### config.mk
export PLATFORM = sky130hd
export DESIGN_NAME = lcd_bus_rx_flat
export DESIGN_NICKNAME = d
export VERILOG_FILES = /design/src/rtl/lcd_bus_rx_if.sv /design/src/rtl/lcd_bus_rx.sv /design/src/flat_wrapper.sv
export SDC_FILE = /design/constraint.sdc
export NUM_CORES = 1
export LEC_CHECK = 0
export CAP_MARGIN = 0
export CORE_MARGIN = 3
export CORE_UTILIZATION = 45
export CTS_CLUSTER_SIZE = 16
export DETAILED_ROUTE_END_ITERATION = 8
export SLEW_MARGIN = 10
export SYNTH_ARGS = -nofsm -noshare
export SYNTH_HDL_FRONTEND = slang
export SYNTH_SLANG_ARGS = --single-unit
### constraint.sdc
create_clock -name i_board_clk -period 6.1 [get_ports i_board_clk]
set_input_delay 1.22 -clock i_board_clk [delete_from_list [all_inputs] [get_ports i_board_clk]]
set_output_delay 1.22 -clock i_board_clk [all_outputs]
set_load 0.02 [all_outputs]
### src/rtl/lcd_bus_rx_if.sv
// HD44780 8-bit write bus as seen between the LCD controller and its receiver.
interface lcd_bus_rx_if;
  logic       E;
  logic       RS;
  logic [7:0] data;

  modport master (output E, RS, data);
  modport slave  (input  E, RS, data);
endinterface

### src/rtl/lcd_bus_rx.sv
// HD44780 write-bus receiver: captures E-falling transfers, keeps a 2x16 character shadow,
// emulates busy timing and flags protocol errors. Define LCD_RX_SYNC_EN to synchronise the bus inputs.
module lcd_bus_rx #(
  parameter int MIN_E_HIGH = 12,
  parameter int BUSY_CYC   = 2000,
  parameter int CLR_CYC    = 76500
) (
  input  logic         i_board_clk,
  input  logic         i_rst,
  lcd_bus_rx_if.slave  i_bus,
  input  logic         i_err_clr,
  input  logic [4:0]   i_rd_idx,
  output logic [7:0]   o_rd_char,
  output logic         o_valid,
  output logic         o_rs,
  output logic [7:0]   o_byte,
  output logic [6:0]   o_cursor,
  output logic         o_busy,
  output logic         o_err_short_e,
  output logic         o_err_busy
);

  localparam int HC_W = $clog2(MIN_E_HIGH + 1) + 1;
  localparam int BMAX = (CLR_CYC > BUSY_CYC) ? CLR_CYC : BUSY_CYC;
  localparam int BC_W = $clog2(BMAX + 1);
  localparam logic [HC_W-1:0] MIN_HC  = HC_W'(MIN_E_HIGH);
  localparam logic [BC_W-1:0] BUSY_LD = BC_W'(BUSY_CYC - 1);
  localparam logic [BC_W-1:0] CLR_LD  = BC_W'(CLR_CYC - 1);

  typedef enum logic [1:0] {S_CLEAR, S_IDLE, S_BUSY} state_t;

  function automatic logic [HC_W-1:0] sat_inc(input logic [HC_W-1:0] v);
    return (&v) ? v : v + 1'b1;
  endfunction

  // Visible lines are 0x00-0x27 and 0x40-0x67; stepping across their ends jumps to the other line.
  function automatic logic [6:0] cur_step(input logic [6:0] c, input logic inc);
    logic [6:0] n;
    if (inc) n = (c == 7'h27) ? 7'h40 : (c == 7'h67) ? 7'h00 : c + 7'd1;
    else     n = (c == 7'h00) ? 7'h67 : (c == 7'h40) ? 7'h27 : c - 7'd1;
    return n;
  endfunction

  logic       w_E, w_RS;
  logic [7:0] w_data;

`ifdef LCD_RX_SYNC_EN
  logic       r_E_p1, r_E_p2, r_RS_p1, r_RS_p2;
  logic [7:0] r_data_p1, r_data_p2;
  always_ff @(posedge i_board_clk) begin
    if (i_rst) begin
      r_E_p1 <= 1'b0;
      r_E_p2 <= 1'b0;
    end else begin
      r_E_p1 <= i_bus.E;
      r_E_p2 <= r_E_p1;
    end
    r_RS_p1   <= i_bus.RS;
    r_RS_p2   <= r_RS_p1;
    r_data_p1 <= i_bus.data;
    r_data_p2 <= r_data_p1;
  end
  assign w_E    = r_E_p2;
  assign w_RS   = r_RS_p2;
  assign w_data = r_data_p2;
`else
  assign w_E    = i_bus.E;
  assign w_RS   = i_bus.RS;
  assign w_data = i_bus.data;
`endif

  logic            r_E_d, r_rs_l, r_id;
  logic [7:0]      r_data_l;
  logic [HC_W-1:0] r_hcnt;
  logic [BC_W-1:0] r_bcnt;
  logic [4:0]      r_sweep;
  logic [6:0]      r_cursor;
  logic [7:0]      r_shadow [32];
  state_t          r_state, w_state_nxt;
  logic            w_fall, w_short, w_xfer, w_accept, w_is_clr, w_wr_en;
  logic            w_sweep_we, w_ld_busy, w_ld_clr, w_cnt_dec;
  logic [4:0]      w_wr_idx;

  // E edge detection and capture of the last bus value seen while E was high
  always_ff @(posedge i_board_clk) begin
    if (i_rst) begin
      r_E_d  <= 1'b0;
      r_hcnt <= '0;
    end else begin
      r_E_d  <= w_E;
      r_hcnt <= w_E ? sat_inc(r_hcnt) : '0;
    end
    if (w_E) begin
      r_rs_l   <= w_RS;
      r_data_l <= w_data;
    end
  end

  assign w_fall   = r_E_d & ~w_E;
  assign w_short  = w_fall & (r_hcnt < MIN_HC);
  assign w_xfer   = w_fall & ~w_short;
  assign o_busy   = (r_state != S_IDLE);
  assign w_accept = w_xfer & ~o_busy;
  assign w_is_clr = ~r_rs_l & (r_data_l == 8'h01);
  assign w_wr_en  = w_accept & r_rs_l & (r_cursor[5:4] == 2'b00);
  assign w_wr_idx = {r_cursor[6], r_cursor[3:0]};
  assign o_cursor = r_cursor;

  always_ff @(posedge i_board_clk) begin
    if (i_rst) r_state <= S_CLEAR;
    else       r_state <= w_state_nxt;
  end

  always_comb begin
    w_state_nxt = r_state;
    w_sweep_we  = 1'b0;
    w_ld_busy   = 1'b0;
    w_ld_clr    = 1'b0;
    w_cnt_dec   = 1'b0;
    case (r_state)
      S_CLEAR: begin
        w_sweep_we = 1'b1;
        if (r_sweep == 5'd31) begin
          w_state_nxt = S_BUSY;
          w_ld_clr    = 1'b1;
        end
      end
      S_IDLE: begin
        if (w_accept) begin
          if (w_is_clr) w_state_nxt = S_CLEAR;
          else begin
            w_state_nxt = S_BUSY;
            w_ld_busy   = 1'b1;
          end
        end
      end
      S_BUSY: begin
        if (r_bcnt == '0) w_state_nxt = S_IDLE;
        else              w_cnt_dec   = 1'b1;
      end
      default: w_state_nxt = S_CLEAR;
    endcase
  end

  always_ff @(posedge i_board_clk) begin
    if (i_rst) begin
      r_sweep <= '0;
      r_bcnt  <= '0;
    end else begin
      if (w_sweep_we) r_sweep <= r_sweep + 5'd1;
      if (w_ld_clr)       r_bcnt <= CLR_LD;
      else if (w_ld_busy) r_bcnt <= BUSY_LD;
      else if (w_cnt_dec) r_bcnt <= r_bcnt - 1'b1;
    end
  end

  // Command decode: the highest set bit selects the instruction
  always_ff @(posedge i_board_clk) begin
    if (i_rst) begin
      r_cursor <= '0;
      r_id     <= 1'b1;
    end else if (w_accept) begin
      if (r_rs_l) r_cursor <= cur_step(r_cursor, r_id);
      else begin
        casez (r_data_l)
          8'b1???????: r_cursor <= r_data_l[6:0];
          8'b0001????: if (!r_data_l[3]) r_cursor <= cur_step(r_cursor, r_data_l[2]);
          8'b000001??: r_id <= r_data_l[1];
          8'b0000001?: r_cursor <= '0;
          8'b00000001: begin
            r_cursor <= '0;
            r_id     <= 1'b1;
          end
          default: ;
        endcase
      end
    end
  end

  always_ff @(posedge i_board_clk) begin
    if (w_sweep_we)   r_shadow[r_sweep]  <= 8'h20;
    else if (w_wr_en) r_shadow[w_wr_idx] <= r_data_l;
  end

  always_ff @(posedge i_board_clk) begin
    if (i_rst) begin
      o_rd_char     <= '0;
      o_valid       <= 1'b0;
      o_rs          <= 1'b0;
      o_byte        <= '0;
      o_err_short_e <= 1'b0;
      o_err_busy    <= 1'b0;
    end else begin
      o_rd_char <= r_shadow[i_rd_idx];
      o_valid   <= w_xfer;
      if (w_xfer) begin
        o_rs   <= r_rs_l;
        o_byte <= r_data_l;
      end
      if (w_short)        o_err_short_e <= 1'b1;
      else if (i_err_clr) o_err_short_e <= 1'b0;
      if (w_xfer && o_busy) o_err_busy <= 1'b1;
      else if (i_err_clr)   o_err_busy <= 1'b0;
    end
  end

endmodule
### src/flat_wrapper.sv
// flat-port wrapper written by rule: the top's interface ports become plain ports
module lcd_bus_rx_flat 
#(
  parameter int MIN_E_HIGH = 12,
  parameter int BUSY_CYC   = 2000,
  parameter int CLR_CYC    = 76500
)
  (i_board_clk, i_rst, i_err_clr, i_rd_idx, o_rd_char, o_valid, o_rs, o_byte, o_cursor, o_busy, o_err_short_e, o_err_busy, i_bus_E, i_bus_RS, i_bus_data);
  lcd_bus_rx_if i_bus_i ();
  input  logic i_board_clk;
  input  logic i_rst;
  input  logic i_err_clr;
  input  logic [4:0] i_rd_idx;
  output logic [7:0] o_rd_char;
  output logic o_valid;
  output logic o_rs;
  output logic [7:0] o_byte;
  output logic [6:0] o_cursor;
  output logic o_busy;
  output logic o_err_short_e;
  output logic o_err_busy;
  input wire logic [$bits(i_bus_i.E)-1:0] i_bus_E;
  input wire logic [$bits(i_bus_i.RS)-1:0] i_bus_RS;
  input wire logic [$bits(i_bus_i.data)-1:0] i_bus_data;
  assign i_bus_i.E = i_bus_E;
  assign i_bus_i.RS = i_bus_RS;
  assign i_bus_i.data = i_bus_data;
  lcd_bus_rx #(.MIN_E_HIGH(MIN_E_HIGH), .BUSY_CYC(BUSY_CYC), .CLR_CYC(CLR_CYC)) u_core (.i_board_clk(i_board_clk), .i_rst(i_rst), .i_bus(i_bus_i), .i_err_clr(i_err_clr), .i_rd_idx(i_rd_idx), .o_rd_char(o_rd_char), .o_valid(o_valid), .o_rs(o_rs), .o_byte(o_byte), .o_cursor(o_cursor), .o_busy(o_busy), .o_err_short_e(o_err_short_e), .o_err_busy(o_err_busy));
endmodule
==> impl_metrics.env <==
export IMPL_area_growth_syn_to_layout_pct=14.6
export IMPL_via_per_inst=5.93
export IMPL_timing_fmax_mhz=235
export IMPL_tritoncts_num_buffers=34
export IMPL_fin_crit_ps=4260
export IMPL_hold_viol_final=0
export IMPL_number_of_detailed_route_iterations_in_the_first_pass=5
export IMPL_rsz0062_at_grt="no"
export IMPL_worst_clock_skew_ps=19.5
export IMPL_maxCapViolations=0
export IMPL_root_buffer="clkbuf_16"
export IMPL_place_port_buffers=45
export IMPL_switching_share_pct=19.9
export IMPL_ant_nets=0
export IMPL_post_layout_total_power_mw=4.60
export IMPL_die_h_um=178
export IMPL_die_x_um=178
export IMPL_layout_filler_cells=2335
export IMPL_cts_tree="yes"
export IMPL_path_clk_slew_ps=60
export IMPL_netlist_top_cells_area="edfxtp_1 60%, mux4_2 14%, dfxtp_1 8.7%"
export IMPL_postSynthNetCount=837
export IMPL_detail_route_iter0_violations=600
export IMPL_synth_top_cell_by_area="edfxtp_1"
export IMPL_share_of_total_power_in_sequential_cells_pct=52.3
export IMPL_grt_antenna_before_repair=0
export IMPL_cp_max_fo=14
export IMPL_regArea_sq_mm=0.00912
export IMPL_total_switching_power_uw=917
export IMPL_ir_worst_vdd_v=0.000198
export IMPL_timing_hold_ws_ps=468
export IMPL_synth_edff_count=265
export IMPL_part_of_the_total_power_dissipated_in_combinational_logic_pct=3.4
export IMPL_first_global_vias=7681
export IMPL_routed_via_count=7549
export IMPL_synthesis_area_per_instance_sq_um=16.5
export IMPL_cp_start_kind="input port"
export IMPL_power_density_mw_per_mm2=301
export IMPL_overflow=0
export IMPL_worstSkewPairLatency_ps=500
export IMPL_arrival_ps=4380
export IMPL_dominantRegCellSynth="edfxtp_1"
export IMPL_post_route_cells_drive_above_1_share_pct=18.4
export IMPL_postCtsHoldBufs=0
export IMPL_first_pass_grt_wire_length_mm=47.2
export IMPL_largest_net_degree_at_the_start_of_global_routing=48
export IMPL_syn_cell_area_sq_mm=0.0134
export IMPL_num_rows=62
export IMPL_cp_slowest_stage_delay_ps=990
export IMPL_drv_slew=0
export IMPL_synth_seq_area_share_pct=68.3
export IMPL_critical_path_required_ps=6220
export IMPL_cts_htree_levels=2
export IMPL_area_used_by_multi_input_combinational_logic_sq_mm=0.00398
export IMPL_tightest_slew_ps=1180
export IMPL_status="finished clean"
export IMPL_yosysUniqueCellTypes=72
export IMPL_antenna_cells_inserted=0
export IMPL_post_cts_resized_instances=0
export IMPL_commonest_non_fill_non_tap_cells_in_the_layout="265 x edfxtp_1, 81 x mux4_2, 58 x dfxtp_1"
export IMPL_netlist_area_leader_share_pct=59.6
export IMPL_postSynthRegisterBits=323
export IMPL_placement_cell_area_sq_mm=0.0142
export IMPL_fin_nets=891
export IMPL_p_leak_nw=5.47
export IMPL_fin_setup_tns_ps=0
export IMPL_routed_wirelength_mm=30.6
export IMPL_critical_path_slowest_cell="nor3_1"
export IMPL_p_int_mw=3.68
export IMPL_globalplace_congestion=0.881
export IMPL_finalCritPeriodShare_pct=69.8
export IMPL_worst_slew_margin_pct=20.6
export IMPL_design_die_area_sq_mm=0.0318
export IMPL_floorplan_initialDensity_pct=46.0
export IMPL_worst_setup_path_end_kind="register"
export IMPL_hpwl_mm=19.7
export IMPL_hp_class="reg -> reg"
export IMPL_final_cell_area_sq_mm=0.0153
export IMPL_ioPinCount=46
export IMPL_fin_util_pct=52.7
export IMPL_grt_use_total_pct=19.7
export IMPL_route_detailed_wl_per_inst_um=24.1
export IMPL_post_route_drc_count=0
export IMPL_yosys_warnings=0
export IMPL_power_share_clock_pct=44.3
export IMPL_setup_viol_count_final=0
export IMPL_cts_root_to_sink_buffers=3
export IMPL_design_core_area_sq_mm=0.0290
export IMPL_post_cts_repair_setup_buffers=0
export IMPL_syn_inst=810
export IMPL_async_reset_ff_share_pct=0
export IMPL_timing_worst_setup_path_type="in -> reg"
export IMPL_clkSinkCount=323
export IMPL_layout_cells_most_common="edfxtp_1"
export IMPL_sequence_of_cells_on_the_critical_path="clkdlybuf4s50_1 -> nor3b_2 -> buf_4 -> nand3_1 -> o32a_1 -> nor3_1"
## layout make-up
| cell class | count | area share [%] |
|---|---|---|
| clock buffers | 43 | 5.99 |
| inverters | 16 | 0.393 |
| flip-flops and latches | 323 | 59.6 |
| multi-input cells | 429 | 26.0 |
| repair buffers | 60 | 3.63 |
| clock inverters | 17 | 1.24 |
| well taps | 384 | 3.14 |
## sequential cells by signal, summed over array words and instances (netlist names)
signal	flops
u_core.r_data_l	8
u_core.o_rd_char	8
u_core.r_rs_l	1
u_core.o_byte	8
u_core.r_sweep	5
u_core.o_cursor	7
u_core.o_err_short_e	1
u_core.r_bcnt	17
u_core.r_E_d	1
u_core.o_rs	1
u_core.r_id	1
u_core.r_shadow	256
u_core.o_valid	1
u_core.o_err_busy	1
u_core.r_hcnt	5
u_core.r_state	2
## power by group through the flow
stage	Clock (mW)	Sequential [mW]	Combinational (mW)
final	2.04	2.41	0.157
after detailed placement	0	2.45	0.157
after global routing	2.18	2.41	0.169
after global placement	0	2.45	0.153
after floorplan	0	2.44	0.112
after CTS	2.08	2.41	0.158
## cell families after synthesis
group                    count (synthesis)  synth area share (%)
multiplexers                            86                  14.1
XOR/XNOR                                19                  1.25
flip-flops                             323                  68.3
AND/OR/NAND/NOR                        209                  8.06
buffers and inverters                   58                  2.05
AO/OA/AOI/OAI                          106                  5.45
adder cells (fa/ha/maj)                  9                 0.843
## path summary, 6_finish.rpt
| check | start | to | cells after the start | slack (ps) |
|---|---|---|---|---|
| worst min-delay path | u_core.o_byte[1] | u_core.o_byte[1] | 2 | 470 |
| worst min register to register | u_core.o_byte[1] | u_core.o_byte[1] | 2 | 470 |
| worst max-delay path | i_bus_E | u_core.r_shadow[20][3] | 6 | 1840 |
| worst max register to register | u_core.r_rs_l | u_core.r_shadow[20][3] | 5 | 2420 |
## synth_stat cells, drive strengths merged (9+ instances only)
| library cell | n |
|---|---|
| mux4 | 81 |
| a31oi | 10 |
| o21ai | 13 |
| and2 | 9 |
| xor2 | 13 |
| a21oi | 34 |
| clkbuf | 23 |
| nor3 | 45 |
| nand2 | 50 |
| dfxtp | 58 |
| ha | 9 |
| buf | 19 |
| inv | 16 |
| nand3 | 9 |
| edfxtp | 265 |
| nor2 | 42 |
## metrics by stage
stage / instances / setup WS (ps)
CTS: 1272 / 1810
global placement: 1211 / 1440
floorplan: 810 / 2890
global route: 1272 / 1590
finish: 1272 / 1840
detailed placement: 1212 / 1260
## metal layers
layer  global-route usage [%]  share of wire [%]  vias to the layer above
li1                         -                  -                     3338
met1                     27.7                 43                     3867
met2                     32.3                 48                      306
met3                     3.68                7.1                       38
met4                     4.48                1.7                        0
met5                        0                  0                        -
## worst max-delay path, delay by kind of cell
kind / cells / cell delay (ps)
AOI/OAI and AO/OA: 1 / 650
buffers and inverters: 2 / 870
and+or+nand+nor: 3 / 1620
(Power assumes the default switching activity.)
